===== src/rtl/fir_sched_pkg.sv =====
// Shared types and defaults for the FIR channel scheduler.
// The FSM encoding is fixed so checkers and waveforms can decode the state directly.
package fir_sched_pkg;

    typedef enum logic [1:0] {
        IDLE  = 2'd0,
        ISSUE = 2'd1,
        WAIT  = 2'd2,
        OUT   = 2'd3
    } sched_state_t;

    localparam int N_CH_DEFAULT    = 4;
    localparam int DATA_W_DEFAULT  = 8;
    localparam int TIMEOUT_DEFAULT = 128;
    localparam int CH_W_DEFAULT    = $clog2(N_CH_DEFAULT);

endpackage


===== src/rtl/fir_channel_scheduler_rr_arbiter.sv =====
// Combinational round-robin search: the first requester strictly after ptr, wrapping.
module rr_arbiter #(
    parameter  int N_CH = 4,
    localparam int CH_W = $clog2(N_CH)
) (
    input  logic [N_CH-1:0] req,
    input  logic [CH_W-1:0] ptr,
    output logic [CH_W-1:0] gnt_idx,
    output logic            gnt_any
);

    logic [CH_W-1:0] idx;

    // Walk from the farthest candidate to the nearest so the nearest hit is the last write.
    always_comb begin
        gnt_idx = '0;
        gnt_any = 1'b0;
        idx     = '0;
        for (int i = N_CH; i >= 1; i--) begin
            idx = CH_W'((int'(ptr) + i) % N_CH);
            if (req[idx]) begin
                gnt_idx = idx;
                gnt_any = 1'b1;
            end
        end
    end

endmodule


===== src/rtl/fir_channel_scheduler.sv =====
// Shares one FIR MAC engine across N_CH sample channels: one-deep buffer per channel,
// round-robin issue, start/done handshake with a watchdog, valid/ready result port.
module fir_channel_scheduler
    import fir_sched_pkg::*;
#(
    parameter  int N_CH    = N_CH_DEFAULT,
    parameter  int DATA_W  = DATA_W_DEFAULT,
    parameter  int TIMEOUT = TIMEOUT_DEFAULT,
    localparam int CH_W    = $clog2(N_CH)
) (
    input  logic                   clk,
    input  logic                   rst_n,
    input  logic [N_CH-1:0]        in_valid,
    output logic [N_CH-1:0]        in_ready,
    input  logic [N_CH*DATA_W-1:0] in_data,
    output logic                   eng_start,
    output logic [CH_W-1:0]        eng_ch,
    output logic [DATA_W-1:0]      eng_sample,
    input  logic                   eng_done,
    input  logic [DATA_W-1:0]      eng_result,
    output logic                   out_valid,
    input  logic                   out_ready,
    output logic [CH_W-1:0]        out_ch,
    output logic [DATA_W-1:0]      out_data,
    output logic                   err_timeout,
    output logic                   busy
);

    // Handshakes: a transfer happens on a rising edge where valid and ready are both 1;
    // valid never depends on ready, and a raised out_valid holds its payload until taken.

    localparam int WD_W = $clog2(TIMEOUT);
    localparam logic [WD_W-1:0] WD_LAST = WD_W'(TIMEOUT - 1);

    sched_state_t      state, state_nxt;
    logic [N_CH-1:0]   pend;
    logic [N_CH-1:0]   pend_set, pend_clr;
    logic [DATA_W-1:0] sample_buf [N_CH];
    logic [CH_W-1:0]   rr_ptr;
    logic [CH_W-1:0]   grant;
    logic [WD_W-1:0]   wdog;
    logic              wd_last;
    logic [CH_W-1:0]   arb_idx;
    logic              arb_any;

    rr_arbiter #(.N_CH(N_CH)) u_arb (
        .req     (pend),
        .ptr     (rr_ptr),
        .gnt_idx (arb_idx),
        .gnt_any (arb_any)
    );

    assign in_ready = ~pend;
    assign eng_ch   = grant;
    assign wd_last  = (wdog == WD_LAST);
    assign pend_set = in_valid & ~pend;
    assign pend_clr = (state == ISSUE) ? (N_CH'(1) << grant) : '0;

    always_ff @(posedge clk or negedge rst_n) begin
        if (!rst_n) state <= IDLE;
        else        state <= state_nxt;
    end

    always_comb begin
        state_nxt = state;
        case (state)
            IDLE:    if (arb_any) state_nxt = ISSUE;
            ISSUE:   state_nxt = WAIT;
            WAIT: begin
                // A done on the watchdog's final cycle still counts as a good result.
                if (eng_done)     state_nxt = OUT;
                else if (wd_last) state_nxt = IDLE;
            end
            OUT:     if (out_ready) state_nxt = IDLE;
            default: state_nxt = IDLE;
        endcase
    end

    always_comb begin
        eng_start   = (state == ISSUE);
        err_timeout = (state == WAIT) && !eng_done && wd_last;
        busy        = (state != IDLE);
    end

    // Channel buffers: a slot accepts only while empty and frees as its job leaves ISSUE.
    always_ff @(posedge clk or negedge rst_n) begin
        if (!rst_n) begin
            pend <= '0;
            for (int c = 0; c < N_CH; c++) sample_buf[c] <= '0;
        end else begin
            pend <= (pend | pend_set) & ~pend_clr;
            for (int c = 0; c < N_CH; c++) begin
                if (pend_set[c]) sample_buf[c] <= in_data[c*DATA_W +: DATA_W];
            end
        end
    end

    // Grant and engine operands are frozen at the IDLE decision and held through WAIT.
    always_ff @(posedge clk or negedge rst_n) begin
        if (!rst_n) begin
            rr_ptr     <= CH_W'(N_CH - 1);
            grant      <= '0;
            eng_sample <= '0;
        end else if (state == IDLE && arb_any) begin
            rr_ptr     <= arb_idx;
            grant      <= arb_idx;
            eng_sample <= sample_buf[arb_idx];
        end
    end

    always_ff @(posedge clk or negedge rst_n) begin
        if (!rst_n) begin
            wdog <= '0;
        end else if (state == ISSUE) begin
            wdog <= '0;
        end else if (state == WAIT && !eng_done) begin
            wdog <= wdog + 1'b1;
        end
    end

    always_ff @(posedge clk or negedge rst_n) begin
        if (!rst_n) begin
            out_valid <= 1'b0;
            out_ch    <= '0;
            out_data  <= '0;
        end else if (state == WAIT && eng_done) begin
            out_valid <= 1'b1;
            out_ch    <= grant;
            out_data  <= eng_result;
        end else if (state == OUT && out_ready) begin
            out_valid <= 1'b0;
        end
    end

endmodule

===== config.mk =====
export PLATFORM = sky130hd
export DESIGN_NAME = fir_channel_scheduler
export DESIGN_NICKNAME = d
export VERILOG_FILES = /design/src/rtl/fir_sched_pkg.sv /design/src/rtl/fir_channel_scheduler_rr_arbiter.sv /design/src/rtl/fir_channel_scheduler.sv
export SDC_FILE = /design/constraint.sdc
export NUM_CORES = 1
export LEC_CHECK = 0
export ABC_AREA = 1
export CAP_MARGIN = 20
export CORE_MARGIN = 2
export CORE_UTILIZATION = 52
export CTS_BUF_LIST = sky130_fd_sc_hd__clkbuf_4 sky130_fd_sc_hd__clkbuf_8
export DETAILED_ROUTE_END_ITERATION = 10
export GPL_TIMING_DRIVEN = 0
export MAX_ROUTING_LAYER = met4
export PLACE_DENSITY = 0.89
export SYNTH_ARGS = -nofsm -noshare
export SYNTH_HDL_FRONTEND = slang
export SYNTH_SLANG_ARGS = --single-unit
export TNS_END_PERCENT = 50

===== constraint.sdc =====
create_clock -name clk -period 2.01 [get_ports clk]
set_input_delay 0.402 -clock clk [delete_from_list [all_inputs] [get_ports clk]]
set_output_delay 0.402 -clock clk [all_outputs]
set_load 0.01 [all_outputs]

==> results by group <==
Run status
  • Status: finished clean

Routing
  • Routed Antenna Nets: 0
  • Pre-antenna DRT Iters: 5
  • Post-DR vias/cell: roughly 5.3
  • DRC viols: 0
  • Routed WL: about 7.9 mm
  • Total number of vias: around 3.0k
  • Wire per inst: 14.2 um
  • DR iter-0 viols: ~190

Placement
  • Gp weighted congestion: 0.876
  • Dpl ws: -0.672 ns
  • # port buffers: 75
  • DP Wirelength: 5.78 mm

Yosys
  • Synth warn: 0
  • Top cell types by occurrence after synthesis: 76 x nand2_1, 66 x dfrtp_1, 53 x inv_1
  • Post-synth cell types: 29
  • Area contributors post-synth: dfrtp_1 50%, nand2_1 8.6%, nand3_1 6.5%
  • Leading area contributor after synthesis: dfrtp_1
  • Most frequent cell after synthesis: nand2_1
  • Yosys top cell area share: 50.0%
  • Ys flop type: dfrtp_1
  • Mean Syn Cell Area: approximately 8.5 um2
  • Post-Synthesis Cells: 390
  • Syn Nets: 439
  • Post-synth EDFFs: 0
  • Synthesis-stage register bit count: 68
  • Mapped cell area: approximately 3300 um2
  • Seq/Total Area, Yosys: between 50 and 60%
  • Async SR Flop Fraction: 100%

Clock network
  • Clk Tree Root Cell: clkbuf_8
  • CTS Sinks: 68
  • CTS tree: done
  • Clock transition at the registers of the reported paths: about 0.070 ns
  • TritonCTS Buffers: 9
  • Max clock buf depth: 2
  • Clk_lat worst skew: 0.34 ns
  • CTS Hold Bufs: 0
  • H-tree depth: 3

Critical path
  • Worst Path Arrival: between 1.5 and 2 ns
  • CP startpoint kind: flop
  • Critical R2R Launch: rr_ptr[0]
  • Req. time, crit path: 1.61 ns
  • Critical path class: reg2out
  • FF-to-FF setup slack: 0.10 ns
  • R2R cell count: 14
  • FF-to-FF End: eng_sample[0]
  • Worst setup EP type: output pin
  • Crit Path Max Fanout: 5

Timing
  • Fmax: ~510 MHz
  • Final period utilization: 97.4%
  • Final worst clock skew: 0.00537 ns
  • Fin. Hold Viols: 0
  • Slew HR: roughly 44%
  • Final worst slack: between 0.05 and 0.06 ns
  • TNS Setup: 0 ns
  • Slew Viols, Final: 0
  • Post-layout minimum cycle time: between 1.5 and 2 ns
  • Final setup fails: 0
  • Worst-Margin Slew: 0.837 ns

Power and ir drop
  • Switching pwr: 3.37 mW
  • Clock network fraction of total power: 12.5%
  • Leak pwr: about 2.1 nW
  • Combinational share of power: 57.8%
  • Sequential share of power: 29.7%
  • Peak VDD IR: 1.02 mV
  • Power density cells: 1740 nW/um2
  • Internal: 4.27 mW
  • Switching part of the total: 44.1%

Floorplanning
  • Total core area: 6240 um2
  • Chip Width: between 80 and 90 um
  • FP Rows: 29
  • Die Ht: roughly 84 um
  • Die area: 7000 um2
  • # IOs: 76
  • Starting Density: 52.9%

Global route
  • Met2 Use GR: 38.6%
  • Vias in the first global route: 3,007
  • Gr ovfl total: 0
  • First-pass GRT wire length: around 13 mm
  • Global Route met3 Usage: roughly 5.3%
  • Initial antenna violation count: 0
  • Largest net degree at the start of global routing: 69
  • Gr usage total: 24.5%
  • Most Crowded Layer GR: met2
  • Met1 usage: a little under a third

Cells and area
  • Area taken by multi-input logic gates: roughly 1300 um2
  • Fill count: around 500
  • Reg area: between 1500 and 2000 um2
  • Area Overhead vs Synth: 32.7%
  • Layout cells sized above 1: between 10 and 15%
  • N_diodes: 0
  • Final net count: between 500 and 600

Worst hold path
  • Hold Path Class: in2async

Run
  • Number of max-cap violations: 0
-- state kept, by name (all words and copies together) (netlist names), 4 cells and up --
name	count
sample_buf	32
eng_sample	8
pend	4
out_data	8
wdog	7
-- worst max-delay path by stage --
stage	startpoint	slack, ns	depth (start not counted)	to
2_1_floorplan	rr_ptr[0]	0.32	15	eng_sample[6]
3_3_place_gp	rst_n	-1.59	1	sample_buf[4]
3_5_place_dp	eng_done	-0.67	7	err_timeout
4_1_cts	state[0]	0.02	3	busy
5_1_grt	rr_ptr[0]	-0.02	14	eng_sample[2]
6_report	state[0]	0.05	3	busy
-- timing repair --
| action | CTS | global route |
|---|---|---|
| setup endpoints to repair | 2 | 11 |
| buffers inserted | 3 | 1 |
| pin swaps | 2 | 0 |
| gates resized for setup | 8 | 13 |
-- kinds of logic (layout without fill, tap and decap cells) --
family	count (synthesis)	after routing	synth area share, %
AOI/OAI and AO/OA	55	55	8.90
adders and majority gates	1	1	0.379
buffers and inverters	66	159	8.98
DFF	68	68	51.6
muxes	8	8	2.73
and+or+nand+nor	192	192	27.4
-- power groups by stage --
stage | clock network (mW) | logic, mW | registers (mW)
4_1_cts | 0.972 | 4.22 | 2.27
6_report | 0.954 | 4.41 | 2.27
5_1_grt | 1.03 | 4.82 | 2.34
3_3_place_gp | 0 | 3.96 | 2.25
3_5_place_dp | 0 | 4.13 | 2.28
2_1_floorplan | 0 | 2.73 | 2.32
-- final cells by class --
| class | count | share of cell area (%) |
|---|---|---|
| Buffer | 9 | 1.80 |
| Clock inverter | 3 | 0.343 |
| Inverter | 57 | 5.11 |
| Clock buffer | 11 | 3.31 |
| Sequential cell | 68 | 38.9 |
| Timing Repair Buffer | 79 | 17.7 |
| Tap cell | 77 | 2.20 |
| Multi-Input combinational cell | 256 | 30.6 |
-- cell usage in the layout, fill, tap and decap left out, types with 10 or more instances in the layout --
master and instances:
nor2_1 40, a21oi_1 35, nand2_2 10, inv_1 51
clkdlybuf4s50_1 72, nand3_1 42, nand2_1 74, dfrtp_1 64
clkbuf_8 11, o21ai_0 10
-- through the flow --
| stage | util [%] | hold slack, ns | area, um2 | std cells | power, mW |
|---|---|---|---|---|---|
| final | 70.2 | 0.161 | 4380 | 560 | 7.64 |
| after global routing | 70.2 | 0.229 | 4380 | 560 | 8.18 |
| after CTS | 69.5 | 0.189 | 4340 | 559 | 7.46 |
| after detailed placement | 66.4 | 0.464 | 4150 | 542 | 6.41 |
| after global placement | 66.5 | 0.461 | 4150 | 542 | 6.21 |
| after floorplan | - | 0.106 | 3300 | 390 | 5.06 |
-- worst max-delay path, stage by stage, from the launching register on --
cell,delay [ns]
dfrtp_2,0.42
inv_2,0.08
nand2_1,0.15
clkdlybuf4s50_1,0.57
-- per-layer routing --
layer / vias to the layer above / wire [um]
li1: 1434 / -
met1: 1392 / 3300
met2: 128 / 3900
met3: 19 / 528
met4: 0 / 198
met5: - / 0
Note: power is estimated with default switching activity, not from simulation.
